## config.mk

```make
export PLATFORM = sky130hd
export DESIGN_NAME = dispatch_scoreboard
export DESIGN_NICKNAME = d
export VERILOG_FILES = /design/src/rtl/rv32i_types_pkg.sv /design/src/rtl/reg_busy_table.sv /design/src/rtl/dispatch_scoreboard.sv
export SDC_FILE = /design/constraint.sdc
export NUM_CORES = 1
export LEC_CHECK = 0
export ABC_CLOCK_PERIOD_IN_PS = 4300
export BUFFER_PORTS_ARGS = -buffer_cell sky130_fd_sc_hd__buf_2
export CAP_MARGIN = 40
export CORE_MARGIN = 2
export CORE_UTILIZATION = 55
export CTS_CLUSTER_DIAMETER = 50
export DETAILED_ROUTE_END_ITERATION = 10
export PLACE_DENSITY_LB_ADDON = 0.1
export SETUP_SLACK_MARGIN = 0.1
export SYNTH_ARGS = -nofsm -noshare
export SYNTH_HDL_FRONTEND = slang
export SYNTH_SLANG_ARGS = --single-unit
```

## constraint.sdc

```tcl
create_clock -name CLK -period 4.3 [get_ports CLK]
set_clock_uncertainty 0.15 [all_clocks]
set_input_delay 0.645 -clock CLK [delete_from_list [all_inputs] [get_ports CLK]]
set_output_delay 0.645 -clock CLK [all_outputs]
set_load 0.01 [all_outputs]
```

## src/rtl/rv32i_types_pkg.sv

```systemverilog
// Shared types for the dispatch/issue front end: functional-unit select and
// register-specifier width.
package rv32i_types_pkg;

    localparam int REG_AW = 5;

    typedef enum logic [1:0] {
        FU_ARITH = 2'd0,
        FU_MUL   = 2'd1,
        FU_DIV   = 2'd2,
        FU_LS    = 2'd3
    } fu_sel_t;

endpackage

```

## src/rtl/reg_busy_table.sv

```systemverilog
// Per-register busy bit and owning completion-buffer index. x0 is never
// tracked; flush clears every busy bit and a same-cycle set beats a clear.
module reg_busy_table import rv32i_types_pkg::*; #(
    parameter int NUM_ENTRY = 16,
    parameter int NUM_REGS  = 32,
    localparam int IW       = $clog2(NUM_ENTRY)
) (
    input  logic              CLK,
    input  logic              nRST,
    input  logic              set_ena_i,
    input  logic [REG_AW-1:0] set_rd_i,
    input  logic [IW-1:0]     set_owner_i,
    input  logic              clr_ena_i,
    input  logic [REG_AW-1:0] clr_rd_i,
    input  logic [IW-1:0]     clr_index_i,
    input  logic              flush_i,
    input  logic [REG_AW-1:0] rd_a_addr_i,
    input  logic [REG_AW-1:0] rd_b_addr_i,
    output logic              rd_a_busy_o,
    output logic              rd_b_busy_o
);

    logic [NUM_REGS-1:0] busy_q, busy_d;
    logic [IW-1:0]       owner_q [NUM_REGS];
    logic [IW-1:0]       owner_d [NUM_REGS];
    logic                set_hit, clr_hit;

    assign set_hit = set_ena_i && (set_rd_i != '0) && (32'(set_rd_i) < NUM_REGS);

    // Only the current owner may release the register; older WAW writers are ignored.
    assign clr_hit = clr_ena_i && (clr_rd_i != '0) && (32'(clr_rd_i) < NUM_REGS)
                     && busy_q[clr_rd_i] && (owner_q[clr_rd_i] == clr_index_i);

    assign rd_a_busy_o = (32'(rd_a_addr_i) < NUM_REGS) ? busy_q[rd_a_addr_i] : 1'b0;
    assign rd_b_busy_o = (32'(rd_b_addr_i) < NUM_REGS) ? busy_q[rd_b_addr_i] : 1'b0;

    always_comb begin
        busy_d  = busy_q;
        owner_d = owner_q;
        if (flush_i) begin
            busy_d = '0;
        end else begin
            if (clr_hit) begin
                busy_d[clr_rd_i] = 1'b0;
            end
            if (set_hit) begin
                busy_d[set_rd_i]  = 1'b1;
                owner_d[set_rd_i] = set_owner_i;
            end
        end
    end

    always_ff @(posedge CLK or negedge nRST) begin
        if (!nRST) begin
            busy_q <= '0;
            for (int r = 0; r < NUM_REGS; r++) begin
                owner_q[r] <= '0;
            end
        end else begin
            busy_q  <= busy_d;
            owner_q <= owner_d;
        end
    end

endmodule

```

## src/rtl/dispatch_scoreboard.sv

```systemverilog
// In-order dispatch: RAW check against the busy table, completion-buffer
// allocation at the current tail, and a single issue slot toward the units.
module dispatch_scoreboard import rv32i_types_pkg::*; #(
    parameter int NUM_ENTRY = 16,
    parameter int NUM_REGS  = 32,
    localparam int IW       = $clog2(NUM_ENTRY)
) (
    input  logic              CLK,
    input  logic              nRST,
    input  logic              dec_valid,
    output logic              dec_ready,
    input  logic [REG_AW-1:0] dec_rs1,
    input  logic [REG_AW-1:0] dec_rs2,
    input  logic [REG_AW-1:0] dec_rd,
    input  logic              dec_rs1_used,
    input  logic              dec_rs2_used,
    input  logic              dec_wen,
    input  logic [1:0]        dec_fu,
    input  logic [31:0]       dec_payload,
    input  logic              cb_full,
    input  logic [IW-1:0]     cb_cur_tail,
    output logic              alloc_ena,
    input  logic              commit_ena,
    input  logic [IW-1:0]     commit_index,
    input  logic [REG_AW-1:0] commit_rd,
    input  logic              commit_wen,
    input  logic              flush,
    input  logic [3:0]        fu_ready,
    output logic              issue_valid,
    output logic [1:0]        issue_fu,
    output logic [IW-1:0]     issue_index,
    output logic [REG_AW-1:0] issue_rs1,
    output logic [REG_AW-1:0] issue_rs2,
    output logic [REG_AW-1:0] issue_rd,
    output logic              issue_wen,
    output logic [31:0]       issue_payload
);

    logic              issue_valid_q, issue_valid_d;
    fu_sel_t           issue_fu_q, issue_fu_d;
    logic [IW-1:0]     issue_index_q, issue_index_d;
    logic [REG_AW-1:0] issue_rs1_q, issue_rs1_d;
    logic [REG_AW-1:0] issue_rs2_q, issue_rs2_d;
    logic [REG_AW-1:0] issue_rd_q, issue_rd_d;
    logic              issue_wen_q, issue_wen_d;
    logic [31:0]       issue_payload_q, issue_payload_d;

    logic rs1_busy, rs2_busy, stall, fire, accept;

    reg_busy_table #(
        .NUM_ENTRY (NUM_ENTRY),
        .NUM_REGS  (NUM_REGS)
    ) u_busy (
        .CLK         (CLK),
        .nRST        (nRST),
        .set_ena_i   (accept & dec_wen),
        .set_rd_i    (dec_rd),
        .set_owner_i (cb_cur_tail),
        .clr_ena_i   (commit_ena & commit_wen),
        .clr_rd_i    (commit_rd),
        .clr_index_i (commit_index),
        .flush_i     (flush),
        .rd_a_addr_i (dec_rs1),
        .rd_b_addr_i (dec_rs2),
        .rd_a_busy_o (rs1_busy),
        .rd_b_busy_o (rs2_busy)
    );

    // Registered busy state only: a committing producer unblocks its consumer next cycle.
    assign stall     = (dec_rs1_used & rs1_busy) | (dec_rs2_used & rs2_busy);
    assign fire      = issue_valid_q & fu_ready[issue_fu_q];
    assign dec_ready = ~flush & ~cb_full & ~stall & (~issue_valid_q | fire);
    assign accept    = dec_valid & dec_ready;
    assign alloc_ena = accept;

    always_comb begin
        issue_valid_d   = issue_valid_q;
        issue_fu_d      = issue_fu_q;
        issue_index_d   = issue_index_q;
        issue_rs1_d     = issue_rs1_q;
        issue_rs2_d     = issue_rs2_q;
        issue_rd_d      = issue_rd_q;
        issue_wen_d     = issue_wen_q;
        issue_payload_d = issue_payload_q;
        if (flush) begin
            issue_valid_d = 1'b0;
        end else if (accept) begin
            issue_valid_d   = 1'b1;
            issue_fu_d      = fu_sel_t'(dec_fu);
            issue_index_d   = cb_cur_tail;
            issue_rs1_d     = dec_rs1;
            issue_rs2_d     = dec_rs2;
            issue_rd_d      = dec_rd;
            issue_wen_d     = dec_wen;
            issue_payload_d = dec_payload;
        end else if (fire) begin
            issue_valid_d = 1'b0;
        end
    end

    always_ff @(posedge CLK or negedge nRST) begin
        if (!nRST) begin
            issue_valid_q   <= 1'b0;
            issue_fu_q      <= FU_ARITH;
            issue_index_q   <= '0;
            issue_rs1_q     <= '0;
            issue_rs2_q     <= '0;
            issue_rd_q      <= '0;
            issue_wen_q     <= 1'b0;
            issue_payload_q <= '0;
        end else begin
            issue_valid_q   <= issue_valid_d;
            issue_fu_q      <= issue_fu_d;
            issue_index_q   <= issue_index_d;
            issue_rs1_q     <= issue_rs1_d;
            issue_rs2_q     <= issue_rs2_d;
            issue_rd_q      <= issue_rd_d;
            issue_wen_q     <= issue_wen_d;
            issue_payload_q <= issue_payload_d;
        end
    end

    assign issue_valid   = issue_valid_q;
    assign issue_fu      = issue_fu_q;
    assign issue_index   = issue_index_q;
    assign issue_rs1     = issue_rs1_q;
    assign issue_rs2     = issue_rs2_q;
    assign issue_rd      = issue_rd_q;
    assign issue_wen     = issue_wen_q;
    assign issue_payload = issue_payload_q;

endmodule
```

## Word level (Yosys, flattened, before mapping)

Cells that the tools add are included.

- Word-level logic and storage cells: 109
- Output and inout port bits: 57
- Bits in registers: 215
- Input bits: 76

- Equality and inequality tests: 1
- Reduce and logical (&&, ||, !) cells: 12
- Magnitude comparators: 10
- Bitwise logic cells: 20
- Mux-type cells: 25

Operator list:

| operator | count |
|---|---|
| $bwmux W128 | 1 |
| $mux W32 | 4 |
| $and A32 B32 Y32 | 1 |
| $not A32 Y32 | 1 |
| $or A32 B32 Y32 | 1 |
| $lt A5 B6 Y1 const B | 4 |
| $bmux W4 S5 | 1 |
| $demux W4 S5 | 1 |
| $bmux W1 S5 | 3 |
| $ge A6 B6 Y1 const B | 2 |
| $mux W4 | 3 |
| $not A5 Y6 | 2 |
| $demux W1 S5 | 2 |
| $ge A5 B1 Y1 const B | 2 |
| $reduce_bool A5 Y1 | 2 |
| $and A1 B1 Y1 | 9 |
| $mux W1 | 9 |
| $logic_and A1 B1 Y1 | 7 |
| $lt A6 B1 Y1 const B | 1 |
| $eq A4 B4 Y1 | 1 |
| $not A1 Y1 | 4 |
| $reduce_and A2 Y1 | 2 |
| $lt A2 B3 Y1 const B | 1 |
| $reduce_bool A3 Y1 | 1 |
| other kinds (2) | 3 |

## Logic depth before layout (Yosys ltp)

Gate-level depths: netlist (run 1).

- Depth after elaboration: 12
- Depth in mapped cells: 13
- Gate-level depth less buffers: 8

## By module

From an unflattened synthesis (run 1), not the netlist that was laid out.

- Cells, all modules: 787
- Area, all modules: 10,776.6 µm²

Modules (own cells, without submodules):

| module | times used | seq. area each (µm²) | cells each | area an instance (µm²) |
|---|---|---|---|---|
| reg_busy_table | 1 | 4,003.8 | 653 | 8,356.8 |
| dispatch_scoreboard | 1 | 1,376.3 | 134 | 2,419.8 |

## Worst setup path before layout (run 1)

No wires, ideal clock.

- Path kind: input-to-output
- Start point: in dec_rs2[1]
- End point: out alloc_ena
- Arrival: 2.981 ns
- Stages: 11
- Path buffers: 5
- Slack: 0.524 ns
- Data required time: 3.505 ns
- Cell sequence: clkbuf_1 mux4_2 mux2i_1 o31ai_1 nor4_1 nand2_2 buf_6 buf_6 inv_2 buf_2 buf_2

- Longest elaborated chain between the ends: 8

RTL lines:

| what | line | RTL |
|---|---|---|
| start: declaration | dispatch_scoreboard.sv:13 | `input logic [REG_AW-1:0] dec_rs2,` |
| $bmux W1 S5 | reg_busy_table.sv:35 | `assign rd_b_busy_o = (32'(rd_b_addr_i) < NUM_REGS) ? busy_q[rd_b_addr_i] : 1'b0;` |
| $mux W1 (implied by the code) | reg_busy_table.sv:35 |  |
| $and A1 B1 Y1 | dispatch_scoreboard.sv:70 | `assign stall = (dec_rs1_used & rs1_busy) \| (dec_rs2_used & rs2_busy);` |
| $or A1 B1 Y1 | dispatch_scoreboard.sv:70 |  |
| $not A1 Y1 | dispatch_scoreboard.sv:72 | `assign dec_ready = ~flush & ~cb_full & ~stall & (~issue_valid_q \| fire);` |
| $and A1 B1 Y1 (2 in series) | dispatch_scoreboard.sv:72 |  |
| $and A1 B1 Y1 | dispatch_scoreboard.sv:73 | `assign accept = dec_valid & dec_ready;` |
| end: declaration | dispatch_scoreboard.sv:22 | `output logic alloc_ena,` |

No other way between the ends. The select of a mux whose other input is x is not followed.

## Worst setup path after layout (run 1)

- Start point: reg u_busy.busy_q[6]
- End point: out alloc_ena

- Longest elaborated chain between the ends: 8
- Elaborated cells between the ends (all ways): 11
- Those cells by class: 4 x mux; 7 x bitwise

RTL lines:

| what | line | RTL |
|---|---|---|
| start: declaration | reg_busy_table.sv:23 | `logic [NUM_REGS-1:0] busy_q, busy_d;` |
| start signal: assignment | reg_busy_table.sv:60 | `busy_q <= busy_d;` |
| $bmux W1 S5 (on tied branches) | reg_busy_table.sv:34, reg_busy_table.sv:35 |  |
| $mux W1 (on tied branches) | reg_busy_table.sv:34, reg_busy_table.sv:35 |  |
| $and A1 B1 Y1 | dispatch_scoreboard.sv:70 |  |
| $or A1 B1 Y1 (*) | dispatch_scoreboard.sv:70 |  |
| $not A1 Y1 (*) | dispatch_scoreboard.sv:72 |  |
| $and A1 B1 Y1 (*) (2 in series) | dispatch_scoreboard.sv:72 |  |
| $and A1 B1 Y1 (*) | dispatch_scoreboard.sv:73 |  |

Every way passes the cells marked *; elsewhere a longest branch is shown, timed or not. The select of a mux whose other input is x is not followed.

==> results of run 1 <==
[stage by stage]
step | cells | worst slack (ns) | hold slack, ns
final | 1251 | 0.510 | 0.0536
after global routing | 1251 | 0.420 | 0.132
after CTS | 1251 | 0.496 | 0.109
after detailed placement | 1207 | 0.348 | 0.215
after global placement | 1206 | 0.403 | 0.214
after floorplan | 861 | 0.524 | 0.199
[flip-flops by register name (all words and copies together) (netlist names)]
signal and count:
u_busy.owner_q 128, issue_payload 32, u_busy.busy_q 32, issue_rd 5, issue_rs1 5, issue_rs2 5, issue_index 4, issue_fu 2
issue_valid 1, issue_wen 1
[layout by cell type (no fill, tap or decap), types with 20 or more instances in the layout]
cell and count:
sky130_fd_sc_hd__dfrtp_1 215, sky130_fd_sc_hd__mux2_4 24, sky130_fd_sc_hd__buf_4 20, sky130_fd_sc_hd__o22ai_1 27
sky130_fd_sc_hd__mux2_1 118, sky130_fd_sc_hd__mux2i_1 74, sky130_fd_sc_hd__clkbuf_16 26, sky130_fd_sc_hd__mux4_2 24
sky130_fd_sc_hd__nor2_1 36, sky130_fd_sc_hd__buf_2 130, sky130_fd_sc_hd__nand2_1 62, sky130_fd_sc_hd__mux2_2 22
sky130_fd_sc_hd__a21oi_1 41
[metal layers]
layer  vias up  part of all wire (%)  global-route usage [%]
met5         -                     0                       0
met2       318                    49                    44.8
li1       3348                     -                       -
met3        81                   8.2                    7.06
met4         0                   3.6                    9.80
met1      3933                    40                    36.0
[worst paths after layout]
check	from	to	slack [ns]	cells past startpoint
worst max-delay path	u_busy.busy_q[6]$_DFF_PN0_	alloc_ena	0.51	8
worst min-delay path	nRST	u_busy.owner_q[117]$_DFFE_PN0P_	0.05	1
worst max register to register	u_busy.busy_q[6]$_DFF_PN0_	u_busy.owner_q[109]$_DFFE_PN0P_	0.87	8
worst min register to register	u_busy.owner_q[125]$_DFFE_PN0P_	u_busy.owner_q[125]$_DFFE_PN0P_	0.22	0
max in group asynchronous	nRST	u_busy.owner_q[65]$_DFFE_PN0P_	2.94	2
min in group CLK	dec_payload[2]	issue_payload[2]$_DFFE_PN0P_	0.18	2
[power groups by stage]
stage               clock, W  sequential (W)  combinational (W)
CTS                  0.00228         0.00227           0.000640
detailed placement         0         0.00231           0.000637
global placement           0         0.00230           0.000613
global route         0.00238         0.00229           0.000693
finish               0.00225         0.00227           0.000632
floorplan                  0         0.00235           0.000296
[area by class of cell]
class	count	area [um2]	share of cell area (%)
Sequential cell	215	5380	42.9
Multi-Input combinational cell	564	5000	39.9
Timing Repair Buffer	155	902	7.19
Clock buffer	32	703	5.61
Tap cell	265	332	2.64
Clock inverter	12	188	1.50
Inverter	8	30.0	0.239
[synth_stat cells, drive strengths merged (2+ instances only)]
cell type | count | area share [%]
o21a | 2 | 0.14
buf | 26 | 1.4
nor3b | 3 | 0.21
nor2b | 6 | 0.35
nor2 | 36 | 1.3
nand4 | 4 | 0.23
a21oi | 41 | 1.9
or3b | 7 | 0.57
or3 | 16 | 0.93
nor3 | 24 | 2.7
mux2 | 164 | 18
o221ai | 3 | 0.24
o21ai | 19 | 0.89
nand3 | 7 | 0.33
nand3b | 9 | 0.63
nor4b | 5 | 0.41
mux4 | 24 | 5.0
a31oi | 6 | 0.35
mux2i | 74 | 6.9
nand2 | 63 | 2.2
dfrtp | 215 | 50
a22oi | 2 | 0.14
inv | 8 | 0.28
a21boi | 7 | 0.49
nor4 | 2 | 0.12
o22ai | 27 | 1.6
clkbuf | 48 | 1.7
o31ai | 2 | 0.14
[cell families (layout without fill, tap and decap cells)]
| group | Yosys count | in the layout |
|---|---|---|
| flops | 215 | 215 |
| buf+inv | 82 | 207 |
| simple gates | 188 | 188 |
| compound gates | 113 | 113 |
| xor+xnor | 1 | 1 |
| mux | 262 | 262 |
==> flow_summary.toml, run 1 <==
[logic_synthesis]
post_synth_inst_count = 861
total_of_flip_flops_plus_latches_after_synthesis = 215
ys_seq_area_share_pct = 50.1
synth_simple_gate_area_share_pct = 10.4
synthesis.area_per_instance_um2 = 12.5
number_of_synthesized_flops_with_an_enable_pin = 0
synthAdderAreaFrac_pct = 0
synthMuxAreaShare_pct = 30.0
number_of_different_library_cells_in_the_post_synthesis_netlist = 50
post_synth_xor_area_fraction_pct = 0.0815
synth_top_family_by_area = "multiplexers"
postSynthNetCount = 937
synth_compound_gate_area_share_pct = 6.18
netlist_area_um2 = 10700
ys.warnings.count = 0
synth-async-reset-ratio_pct = 100
synth_ff_type = "sky130_fd_sc_hd__dfrtp_1"

[setup_path]
required_time_at_the_worst_slack_endpoint_ns = 3.50
cp_slowest_cell = "sky130_fd_sc_hd__mux4_2"
worstPathBufferInverterCount = 3
critical_path_class = "reg2out"
cp-start-kind = "register"
worstSetupEndpointType = "primary output"
timing.critical_path.fanout_max = 35
cp_cell_sequence = "mux4_2 -> mux4_2 -> mux2_2 -> nand2_1 -> nand2_2 -> buf_4 -> inv_2 -> buf_2"
critPathMaxStageDelay_ns = 0.49
worst_path_most_repeated_cell = "sky130_fd_sc_hd__mux4_2"
crit_arrival_ns = 2.99
cp_top_family = "multiplexers"

[power_and_ir_drop]
power.share.switching_pct = 25.1
cellInternalPower_w = 0.00386
combinational_share_of_power_pct = 12.3
netSwitchingPower_w = 0.00130
power_leakage_nw = 6.25
max_vdd_drop_uv = 297
pwr-share-clk_pct = 43.7
power.sequential.fraction_pct = 44.1
total_power_w = 0.00516
power_density_nw_per_um2 = 411

[global_routing]
track_usage_pct = 27.5
grt_start_max_net_pins = 104
vias_in_the_first_global_route = 7887
global_route.overflow_total = 0
grt_pass1_wl_um = 43400
grt_antenna_before_repair = 0

[clock_tree]
cts-root-to-sink-buffers = 3
cts_made_buffers = 26
clk_transition_reported_paths_ns = 0.06
number_of_buffers_added_to_fix_hold_violations_after_cts = 0
postCtsSetupRepairBufs = 0
clkSinkCount = 215
insertion_delay_ns = 0.53
post_cts_resize_count = 0
cts_root_buf = "sky130_fd_sc_hd__clkbuf_16"
cts-htree-levels = 1
cts_tree = "built"

[sta]
finalHoldViolations = 0
total_negative_setup_slack_ns = 0
setup_repair_after_global_routing_missed_its_margin = "no"
slew_violations = 0
timing.final.setup_violations = 0
maxClockFrequency_mhz = 264
relative_slew_slack_pct = 38.2
final.period_utilization_pct = 88.1
shortest_period_the_worst_path_allows_ns = 3.79
worst_slew_pin_slew_ns = 0.925

[detailed_routing]
route.detailed.wl_per_inst_um = 22.5
vias = 7680
1st_iter_drt_viols = 479
first_pass_iters = 5
postRouteWirelength_um = 28200
final_antenna_net_count = 0
post_drt_via_cell_ratio = 6.14
number_of_drc_violations_after_detailed_routing = 0

[floorplanning]
initial_core_util_pct = 55.6
dieArea_um2 = 20700
die-height_um = 144
width_of_the_die_um = 144
io-pin-count = 133
floorplan.rows = 51
core_um2 = 19300

[placed_design]
placement.io_buffers = 132
detailedPlacementHpwl_um = 19900
place_area_um2 = 11600
placer_s_final_routability_congestion_estimate = 0.909

[cells_and_area]
final_nets = 1046
antenna_cells_inserted = 0
fillCellCount = 1494
postLayoutCoreUtil_pct = 64.9
final_design_area_no_fill_um2 = 12500
area_growth_pct = 16.7
drive_gt1_share_pct = 29.5

[run_status]
status = "finished clean"

[worst_hold_path]
worstHoldPathType = "in2async"

[job]
timing.max_cap.violations = 0
Power figures use the tool's default switching activity.
==> inputs of run 2 (changes only) <==
- ABC_AREA: default -> 1
- BUFFER_PORTS_ARGS: -buffer_cell sky130_fd_sc_hd__buf_2 -> default
- CTS_BUF_LIST: default -> sky130_fd_sc_hd__clkbuf_16
- DONT_BUFFER_PORTS: default -> 1
==> flow_summary.toml, run 2 <==
[sta]
shortest_period_the_worst_path_allows_ns = 3.29
timing.final.setup_violations = 0
slew_violations = 0
total_negative_setup_slack_ns = 0
maxClockFrequency_mhz = 304
relative_slew_slack_pct = 40.2
worst_hold_margin_ns = -0.331
final.period_utilization_pct = 76.5
worst_slew_pin_slew_ns = 0.890
setup_repair_after_global_routing_missed_its_margin = "no"
finalHoldViolations = 215

[setup_path]
cp-start-kind = "register"
critPathMaxStageDelay_ns = 0.48
r2r_end = "u_busy.owner_q[117]$_DFFE_PN0P_"
cp_cell_sequence = "a21oi_1 -> o21ai_1 -> and3_1 -> nor3_1 -> nand3_1 -> nor2_4 -> buf_4"
required_time_at_the_worst_slack_endpoint_ns = 3.50
reg2reg_setup_slack_ns = 1.18
reg2regPathDepth = 10
worst_r2r_startpoint = "issue_fu[0]$_DFFE_PN0P_"
worstSetupEndpointType = "primary output"
cp_slowest_cell = "sky130_fd_sc_hd__dfrtp_1"
crit_arrival_ns = 2.49
critical_path_class = "reg2out"
timing.critical_path.fanout_max = 36

[clock_tree]
clk_transition_reported_paths_ns = 0.06
cts_tree = "built"
cts-htree-levels = 1
cts-root-to-sink-buffers = 3
cts_made_buffers = 25
postCtsSetupRepairBufs = 0
cts_root_buf = "sky130_fd_sc_hd__clkbuf_16"
clkSinkCount = 215
insertion_delay_ns = 0.54

[detailed_routing]
1st_iter_drt_viols = 1211
first_pass_iters = 6
final_antenna_net_count = 0
number_of_drc_violations_after_detailed_routing = 0
postRouteWirelength_um = 35200
vias = 10800
route.detailed.wl_per_inst_um = 19.3
post_drt_via_cell_ratio = 5.94

[logic_synthesis]
yosys-top-cells-count = "sky130_fd_sc_hd__nand2_1 (685), sky130_fd_sc_hd__dfrtp_1 (215), sky130_fd_sc_hd__nand4_1 (186), sky130_fd_sc_hd__nor2_1 (111), sky130_fd_sc_hd__inv_1 (109)"
synth_top_cell_by_area = "sky130_fd_sc_hd__dfrtp_1"
postSynthNetCount = 1662
netlist_area_um2 = 11400
ys.warnings.count = 0
total_of_flip_flops_plus_latches_after_synthesis = 215
synthesis.area_per_instance_um2 = 7.21
main_area_contributors_after_synthesis = "sky130_fd_sc_hd__dfrtp_1 (47%), sky130_fd_sc_hd__nand2_1 (22%), sky130_fd_sc_hd__nand4_1 (10%)"
ys_seq_area_share_pct = 47.0
post_synth_inst_count = 1586
synth_top_cell_area_share_pct = 47.0
number_of_different_library_cells_in_the_post_synthesis_netlist = 26
yosys.cell_count.top_type = "sky130_fd_sc_hd__nand2_1"
synth_ff_type = "sky130_fd_sc_hd__dfrtp_1"
synth-async-reset-ratio_pct = 100
number_of_synthesized_flops_with_an_enable_pin = 0

[floorplanning]
core_um2 = 20300
die-height_um = 148
dieArea_um2 = 22000
io-pin-count = 133
floorplan.rows = 52
width_of_the_die_um = 148
initial_core_util_pct = 56.3

[run_status]
violations = "hold timing"
status = "complete, but fails checks"

[global_routing]
track_usage_pct = 31.9
vias_in_the_first_global_route = 10200
grt_pass1_wl_um = 55700
grt_antenna_before_repair = 0
global_route.overflow_total = 0
grt_start_max_net_pins = 216

[cells_and_area]
final_nets = 1609
drive_gt1_share_pct = 4.71
largest_reg_flops = 128
max_flop_register = "u_busy.owner_q"
leading_cell_types_in_the_layout_fill_and_taps_excluded = "sky130_fd_sc_hd__nand2_1 (684), sky130_fd_sc_hd__dfrtp_1 (215), sky130_fd_sc_hd__nand4_1 (186)"
antenna_cells_inserted = 0
area_growth_pct = 7.13
layout_commonest_cell = "sky130_fd_sc_hd__nand2_1"

[power_and_ir_drop]
total_power_w = 0.00488
max_vdd_drop_uv = 287
power_leakage_nw = 6.30
power_density_nw_per_um2 = 398

[placed_design]
placement.io_buffers = 0
placer_s_final_routability_congestion_estimate = 0.918
detailedPlacementHpwl_um = 22600

[worst_hold_path]
worstHoldPathType = "in2async"

[job]
timing.max_cap.violations = 0
[run 2: cell types whose count changed after synthesis, moves of 24 or more]
cell                      previous run  this run
sky130_fd_sc_hd__nand2_1            62       685
sky130_fd_sc_hd__nand4_1             4       186
sky130_fd_sc_hd__buf_2              19        44
sky130_fd_sc_hd__a21oi_1            41        12
sky130_fd_sc_hd__nand3_1             7        77
sky130_fd_sc_hd__inv_1               7       109
sky130_fd_sc_hd__nor2_1             36       111
sky130_fd_sc_hd__mux4_2             24         0
sky130_fd_sc_hd__mux2i_1            74         0
sky130_fd_sc_hd__mux2_1            118         0
sky130_fd_sc_hd__mux2_4             24         0
[run 2: area by class of cell]
type / instances / area [um2]
Multi-Input combinational cell: 1157 / 5140
Clock inverter: 20 / 184
Tap cell: 270 / 338
Timing Repair Buffer: 18 / 145
Clock buffer: 25 / 626
Sequential cell: 215 / 5380
Fill cell: 1859 / 8050
Inverter: 116 / 435
[run 2: kinds of logic after synthesis]
| group | Yosys count | synth area share, % |
|---|---|---|
| AND/OR/NAND/NOR | 1086 | 41.1 |
| flip-flops | 215 | 47.0 |
| buffers and inverters | 214 | 8.23 |
| AO/OA/AOI/OAI | 71 | 3.68 |
[run 2: report_power, final]
| group | switching (W) | internal, W | total (W) |
|---|---|---|---|
| clock network | 0.000876 | 0.00124 | 0.00212 |
| registers | 0.000183 | 0.00220 | 0.00238 |
| logic | 0.000262 | 0.000122 | 0.000384 |
| total | 0.00132 | 0.00356 | 0.00488 |
[run 2: worst max-delay path: cells and delay by family (launching register included)]
family | cells | cell delay, ns
AOI/OAI and AO/OA | 2 | 0.25
DFF | 1 | 0.48
buffers and inverters | 1 | 0.35
and+or+nand+nor | 4 | 0.86
[run 2: worst max-delay path by stage]
stage               slack (ns)                               to                    start
floorplan                 1.47                        alloc_ena               dec_rs1[0]
finish                    1.01                        alloc_ena  issue_fu[0]$_DFFE_PN0P_
detailed placement        1.12  u_busy.owner_q[111]$_DFFE_PN0P_              fu_ready[3]
CTS                       0.98                        alloc_ena  issue_fu[0]$_DFFE_PN0P_
global placement          1.09  u_busy.owner_q[121]$_DFFE_PN0P_              fu_ready[3]
global route              0.78                        alloc_ena  issue_fu[0]$_DFFE_PN0P_
[run 2: routing by layer]
layer | GRT usage (%) | wire length, um | vias to the layer above
met5 | 0 | 0 | -
met4 | 10.2 | 1180 | 0
met3 | 5.98 | 3360 | 98
met2 | 49.0 | 15700 | 536
met1 | 46.2 | 14900 | 5113
li1 | - | - | 5077
[run 2: through the flow]
step / util [%] / worst slack (ns) / cells / hold slack [ns] / cell area, um2
4_1_cts: 60.4 / 0.976 / 1821 / -0.346 / 12300
2_1_floorplan: - / 1.47 / 1586 / 0.199 / 11400
5_1_grt: 60.4 / 0.783 / 1821 / -0.343 / 12300
3_3_place_gp: 56.3 / 1.09 / 1775 / 0.205 / 11400
3_5_place_dp: 56.4 / 1.12 / 1776 / 0.206 / 11400
6_report: 60.4 / 1.01 / 1821 / -0.331 / 12300
[run 2: what timing repair did]
action,in CTS,in global routing
hold endpoints to repair,215,215
gates resized for setup,0,0
endpoints found under the setup margin,0,0
